$ cat config.mk
export PLATFORM = sky130hd
export DESIGN_NAME = clk_div_scheduler
export DESIGN_NICKNAME = d
export VERILOG_FILES = /design/src/rtl/clk_div_scheduler.sv
export SDC_FILE = /design/constraint.sdc
export NUM_CORES = 1
export LEC_CHECK = 0
export CORE_MARGIN = 2
export CORE_UTILIZATION = 64
export DETAILED_ROUTE_END_ITERATION = 6
export PLACE_DENSITY = 0.83
export SYNTH_ARGS = -nofsm -noshare
export SYNTH_HDL_FRONTEND = slang
export SYNTH_SLANG_ARGS = --single-unit
$ cat constraint.sdc
create_clock -name Clck_in -period 5.65 [get_ports Clck_in]
set_input_delay 1.13 -clock Clck_in [delete_from_list [all_inputs] [get_ports Clck_in]]
set_output_delay 1.13 -clock Clck_in [all_outputs]
set_load 0.05 [all_outputs]
$ cat src/rtl/clk_div_scheduler.sv
// Glitch-free start/stop sequencer for a programmable clock divider; all outputs registered (one edge).
// A config offer stalls (cfg_ready=0) while one is pending in RUN or while STOPPING drains.
module clk_div_scheduler #(
  parameter int CNT_W       = 6,
  parameter int DEFAULT_DIV = 49
) (
  input  logic             Clck_in,
  input  logic             reset_Clock,
  input  logic             run_en,
  input  logic             cfg_valid,
  input  logic [CNT_W-1:0] cfg_div,
  input  logic [7:0]       cfg_burst,
  output logic             cfg_ready,
  output logic             Clock_out,
  output logic             tick,
  output logic             done,
  output logic             busy
);

  typedef enum logic [1:0] {IDLE, RUN, STOPPING} state_t;

  localparam logic [CNT_W-1:0] DIV_RST = CNT_W'(DEFAULT_DIV);
  localparam logic [CNT_W-1:0] CNT_ONE = CNT_W'(1);

  state_t           r_state;
  logic [CNT_W-1:0] r_cnt, r_div, r_pend_div;
  logic [7:0]       r_burst, r_pend_burst, r_period;
  logic             r_pend, r_clk, r_tick, r_done, r_cfg_ready, r_busy;

  logic             w_accept, w_term, w_burst_end;
  logic [CNT_W-1:0] w_idle_div;
  logic [7:0]       w_idle_burst;

  always_comb begin
    w_accept     = cfg_valid & r_cfg_ready;
    w_term       = (r_cnt == r_div);
    // A falling toggle that completes the burst; a pending config restarts the count instead.
    w_burst_end  = r_clk && (r_burst != 8'd0) && ((r_period + 8'd1) == r_burst) && !r_pend;
    w_idle_div   = w_accept ? cfg_div   : (r_pend ? r_pend_div   : r_div);
    w_idle_burst = w_accept ? cfg_burst : (r_pend ? r_pend_burst : r_burst);
  end

  always_ff @(posedge Clck_in) begin
    if (reset_Clock) begin
      r_state      <= IDLE;
      r_cnt        <= '0;
      r_div        <= DIV_RST;
      r_burst      <= 8'd0;
      r_pend_div   <= '0;
      r_pend_burst <= 8'd0;
      r_period     <= 8'd0;
      r_pend       <= 1'b0;
      r_clk        <= 1'b0;
      r_tick       <= 1'b0;
      r_done       <= 1'b0;
      r_cfg_ready  <= 1'b1;
      r_busy       <= 1'b0;
    end else begin
      r_tick <= 1'b0;
      r_done <= 1'b0;
      case (r_state)
        IDLE: begin
          r_cnt       <= '0;
          r_clk       <= 1'b0;
          r_period    <= 8'd0;
          r_cfg_ready <= 1'b1;
          if (w_accept) begin
            r_div   <= cfg_div;
            r_burst <= cfg_burst;
          end
          if (run_en) begin
            r_state <= RUN;
            r_busy  <= 1'b1;
          end
        end

        RUN: begin
          if ((!run_en && (!r_clk || w_term)) || (w_term && w_burst_end)) begin
            r_state     <= IDLE;
            r_busy      <= 1'b0;
            r_done      <= 1'b1;
            r_cfg_ready <= 1'b1;
            r_cnt       <= '0;
            r_period    <= 8'd0;
            r_div       <= w_idle_div;
            r_burst     <= w_idle_burst;
            r_pend      <= 1'b0;
            if (r_clk) begin
              r_clk  <= 1'b0;
              r_tick <= 1'b1;
            end
          end else if (w_term) begin
            r_cnt  <= '0;
            r_clk  <= ~r_clk;
            r_tick <= 1'b1;
            if (r_pend) begin
              r_div       <= r_pend_div;
              r_burst     <= r_pend_burst;
              r_period    <= 8'd0;
              r_pend      <= 1'b0;
              r_cfg_ready <= 1'b1;
            end else begin
              if (r_clk && (r_burst != 8'd0)) r_period <= r_period + 8'd1;
              if (w_accept) begin
                r_pend       <= 1'b1;
                r_pend_div   <= cfg_div;
                r_pend_burst <= cfg_burst;
                r_cfg_ready  <= 1'b0;
              end
            end
          end else begin
            r_cnt <= r_cnt + CNT_ONE;
            if (w_accept) begin
              r_pend       <= 1'b1;
              r_pend_div   <= cfg_div;
              r_pend_burst <= cfg_burst;
              r_cfg_ready  <= 1'b0;
            end
            // High phase must finish before the clock can be parked low.
            if (!run_en) begin
              r_state     <= STOPPING;
              r_cfg_ready <= 1'b0;
            end
          end
        end

        STOPPING: begin
          if (w_term) begin
            r_state     <= IDLE;
            r_busy      <= 1'b0;
            r_done      <= 1'b1;
            r_tick      <= 1'b1;
            r_clk       <= 1'b0;
            r_cfg_ready <= 1'b1;
            r_cnt       <= '0;
            r_period    <= 8'd0;
            r_div       <= w_idle_div;
            r_burst     <= w_idle_burst;
            r_pend      <= 1'b0;
          end else begin
            r_cnt <= r_cnt + CNT_ONE;
          end
        end

        default: r_state <= IDLE;
      endcase
    end
  end

  assign cfg_ready = r_cfg_ready;
  assign Clock_out = r_clk;
  assign tick      = r_tick;
  assign done      = r_done;
  assign busy      = r_busy;

endmodule

* Word level (Yosys, flattened, before mapping)
Cells that the tools add are included. Widths: inputs -> output; s select.
Storage, ports and cells: register bits after elaboration 50, input bits 18, output and inout bits 5, word-level logic and storage cells 115
Cells by class: add/sub/neg operators 2, eq/ne operators 14, mux-type cells 61, bitwise logic cells 3, reduce and logical (&&, ||, !) cells 22
Operators with widths (number):
- $mux 8 | 14
- $mux 6 | 11
- $pmux 8 s3 | 2
- $pmux 6 s3 | 2
- $mux 1 | 20
- $reduce_and 4->1 | 4
- $mux 2 | 5
- $ne 2x2->1 const B | 5
- $ne 3x3->1 const B | 3
- $pmux 1 s3 | 3
- $reduce_and 3->1 | 3
- $add 8x1->8 const B | 1
- $eq 8x8->1 | 1
- $ne 4x4->1 const B | 2
- $reduce_bool 8->1 | 1
- $add 6x1->6 const B | 1
- $eq 6x6->1 | 1
- $pmux 1 s2 | 3
- $pmux 2 s3 | 1
- $logic_and 1x1->1 | 5
- $logic_not 1->1 | 3
- $reduce_bool 3->1 | 1
- $eq 2x1->1 const B | 1
- $eq 2x2->1 const B | 1
- 6 further kinds | 8

* Longest topological paths before layout
depth in word-level cells 8, gate-level depth with buffers 12, gate-level depth less buffers 9

* Least setup slack after synthesis
Ideal clock, no wire load.
path type input port to flip-flop, from input run_en, to register r_div[4], setup time 0.120 ns, arrival time 2.892 ns, data required time 5.530 ns, slack 2.638 ns, stages 8, buffers on the path 2, cells stage by stage o21ai_0 nand2b_1 a221oi_1 clkbuf_1 clkbuf_1 o31ai_1 a211oi_1 nand2_1
Between the ends: longest elaborated chain between the ends 5, elaborated cells on any way between the ends 7, classes of those cells eq/ne (1); mux (2); reduce/logical (4)
RTL lines:
- start, declared | RTL line 9 | input logic run_en,
- $logic_not 1->1 (*)
- $logic_and 1x1->1 (*) | RTL line 78 | if ((!run_en && (!r_clk || w_term)) || (w_term && w_burst_end)) begin
- $logic_or 1x1->1 (*) | RTL line 78
- $ne 3x3->1 (no source line) / $mux 6 (equally long branches)
- $reduce_and 4->1 (no source line) / $pmux 6 s3 (equally long branches)
- end signal, assigned | RTL line 68 | r_div <= cfg_div;
- end signal, assigned | RTL line 85 | r_div <= w_idle_div;
- end signal, assigned | RTL line 97 | r_div <= r_pend_div;
- end, declared | RTL line 26 | logic [CNT_W-1:0] r_cnt, r_div, r_pend_div;
Every way passes the cells marked *; elsewhere a longest branch is shown, timed or not. A chain may end at the register's enable or synchronous reset.

* Final worst setup path
from input run_en, to register r_div[2]
Same word-level chain as after synthesis.

==> reports/results.ini <==
[synthesis]
synth_fa_ha_area_share_pct = 2.342
synth-compound-area-share_pct = 30.91
synthArstFlopShare_pct = 0
syn-num-nets = 410
ys_seq_area_share_pct = 31.23
synth-edff-count = 0
ys_seq_elements = 50
yosys.area_share.simple_pct = 20.22
synthMuxAreaShare_pct = 6.050
synth_top_family_by_area = compound AO/OA/AOI/OAI gates
ys.flop_type = dfxtp_1
synth_cells = 386
synth_cell_types = 64
syn_avg_cell_area_um2 = 8.305
yosysWarnings = 0
yosys.area_share.xor_xnor_pct = 3.825
synth_area_um2 = 3206

[cells_and_area]
area_growth_pct = 9.173
final_util_pct = 73.12
diodes = 0
layout_commonest_cell = dfxtp_1
layout-drive-gt1-share_pct = 8.163
final_area_um2 = 3500
fin_nets = 415
layout_common_cells = dfxtp_1 (50), nor2_1 (38), nand2_1 (35)

[routing]
drtAntennaViolNets = 0
vias = 2902
wirelength_um = 7202
drc = 0
vias_per_cell = 6.322
avgRoutedWirePerCell_um = 15.69
drt_pass1_iterations = 5
drtIter0Drc = 257

[global_routing]
use_met3_pct = 4.284
grt_max_degree = 46
grt-ovfl-total = 0
grt_pass1_wl_um = 11770
grt_usage_pct = 27.03
use_met1_pct = 36.85
grt.busiest_layer = met2
met2_usage_pct = 43.46
antenna_found_initial = 0
first_global_vias = 2562

[worst_setup_path]
arrival_ns = 4.22
path_class = in2reg
r2r_start = r_period[0]
cp-start-kind = primary input
r2r_slack_ns = 2.03
path_max_fanout = 16
critPathCaptureType = flip-flop
critPathRequiredTime_ns = 5.82
rr_endpoint = r_div[2]
ff2ff_path_depth = 9

[clock_tree]
cts_tree = done
clockBufferDepth = 2
cts_buffers = 5
clkTransAtPathRegs_ns = 0.09
cts_setup_buffers = 0
cts_num_sinks = 50
clk_latency_ns = 0.30
cts.htree.levels = 2
cts_hold_buffers = 0
cts_root_buffer = clkbuf_8
cts_resized = 0

[flow_run]
maxCapViolCount = 0

[sta]
fin_skew_ns = 0.003220
hold_viol = 0
setup_violations = 0
relSlewSlack_pct = 38.63
period_share_pct = 71.57
grt_setup_unrepaired = no
hold_ws_ns = 0.4939
fin_tns_setup_ns = 0
slew_violations = 0
fmax_mhz = 247.3
fin_crit_ns = 4.044
worst_slew_pin_slew_ns = 0.9205

[worst_hold_path]
min_path_cells = 2
min_to = r_period[1]
min_path_type = reg2reg
hold_path_startpoint = r_period[1]

[placement]
dp_hpwl_um = 5002
portBuffers = 22
dpl-instance-area_um2 = 3408
gp_congestion = 0.8848

[floorplan]
die_x_um = 74.77
core_um2 = 4786
initial_core_util_pct = 66.98
die_h_um = 74.77
io_pins = 23
die-area_um2 = 5591
fp-row-count = 25

[pwr]
sequentialPowerShare_pct = 37.0
switching_share_pct = 39.84
worst_ir_drop_vdd_uv = 275.0
combPwrFrac_pct = 46.4
power_frac_clock_pct = 16.6
p_int_uw = 790.3
power_leakage_uw = 0.001314
power_density_nw_per_um2 = 375.3
p_switching_uw = 523.3

[outcome]
status = finished clean

## through the flow
stage                     setup slack (ns)  std cells  power, µW
after floorplan                      2.638        386      962.5
after global placement               1.389        451       1078
after detailed placement             1.325        451       1094
after CTS                            1.660        459       1312
after global routing                 1.412        459       1388
final                                1.606        459       1314
## cell usage after synthesis, types with 10 or more instances
| cell type | count | area [µm²] |
|---|---|---|
| a21bo_1 | 11 | 110.1 |
| a21oi_1 | 31 | 155.2 |
| nand2_1 | 35 | 131.4 |
| xnor2_1 | 12 | 105.1 |
| o22a_1 | 11 | 96.34 |
| inv_1 | 11 | 41.29 |
| mux2i_1 | 16 | 160.2 |
| clkbuf_1 | 19 | 71.32 |
| a21boi_1 | 12 | 90.09 |
| dfxtp_1 | 50 | 1001 |
| nor2_1 | 38 | 142.6 |
| o21ai_0 | 10 | 50.05 |
## flip-flops by register name, indices dropped and copies added, names as in the netlist, 2 cells and up
name	cells
r_burst	8
r_cnt	6
r_div	6
r_pend_burst	8
r_pend_div	6
r_period	8
r_state	2
## final cells by class
class                           instances  area [µm²]
Clock buffer                            7       86.33
Clock inverter                          1       5.005
Fill cell                             376        1286
Inverter                               11       41.29
Multi-Input combinational cell        297        2037
Sequential cell                        50        1001
Tap cell                               67       83.83
Timing Repair Buffer                   26       245.2
## logic make-up after synthesis
kind of cell	count (synthesis)
AOI/OAI and AO/OA	130
xor gates and xnor gates	14
adders and majority gates	6
buffers and inverters	39
DFF	50
muxes	19
and+or+nand+nor	128
## worst max-delay path by stage
| stage | from | cells past startpoint | to |
|---|---|---|---|
| 2_1_floorplan | run_en | 8 | r_div[4] |
| 3_3_place_gp | run_en | 8 | r_burst[7] |
| 3_5_place_dp | run_en | 8 | r_div[2] |
| 5_1_grt | run_en | 8 | r_div[3] |
| 6_report | run_en | 8 | r_div[2] |
| 4_1_cts | run_en | 8 | r_div[2] |
## layer usage
| layer | wire length [µm] | part of all wire [%] | up-vias |
|---|---|---|---|
| met4 | 125 | 1.7 | 0 |
| met1 | 3381 | 47 | 1386 |
| met3 | 312 | 4.3 | 12 |
| met5 | 0 | 0 | - |
| met2 | 3382 | 47 | 76 |
| li1 | - | - | 1428 |
## worst max-delay path, stage by stage
cell             delay [ns]
clkdlybuf4s50_1        0.60
o21ai_0                0.36
nand2b_1               0.16
a221oi_2               0.77
nand3_1                0.55
o22a_1                 0.37
a21boi_1               0.19
a211oi_2               0.07
## power groups by stage
stage | clock network, µW | registers (µW) | logic, µW
6_report | 219 | 486 | 609
5_1_grt | 234 | 493 | 661
4_1_cts | 224 | 483 | 605
3_5_place_dp | 0 | 491 | 603
3_3_place_gp | 0 | 490 | 589
2_1_floorplan | 0 | 485 | 478
No activity file was read; power rests on OpenSTA's default activity.
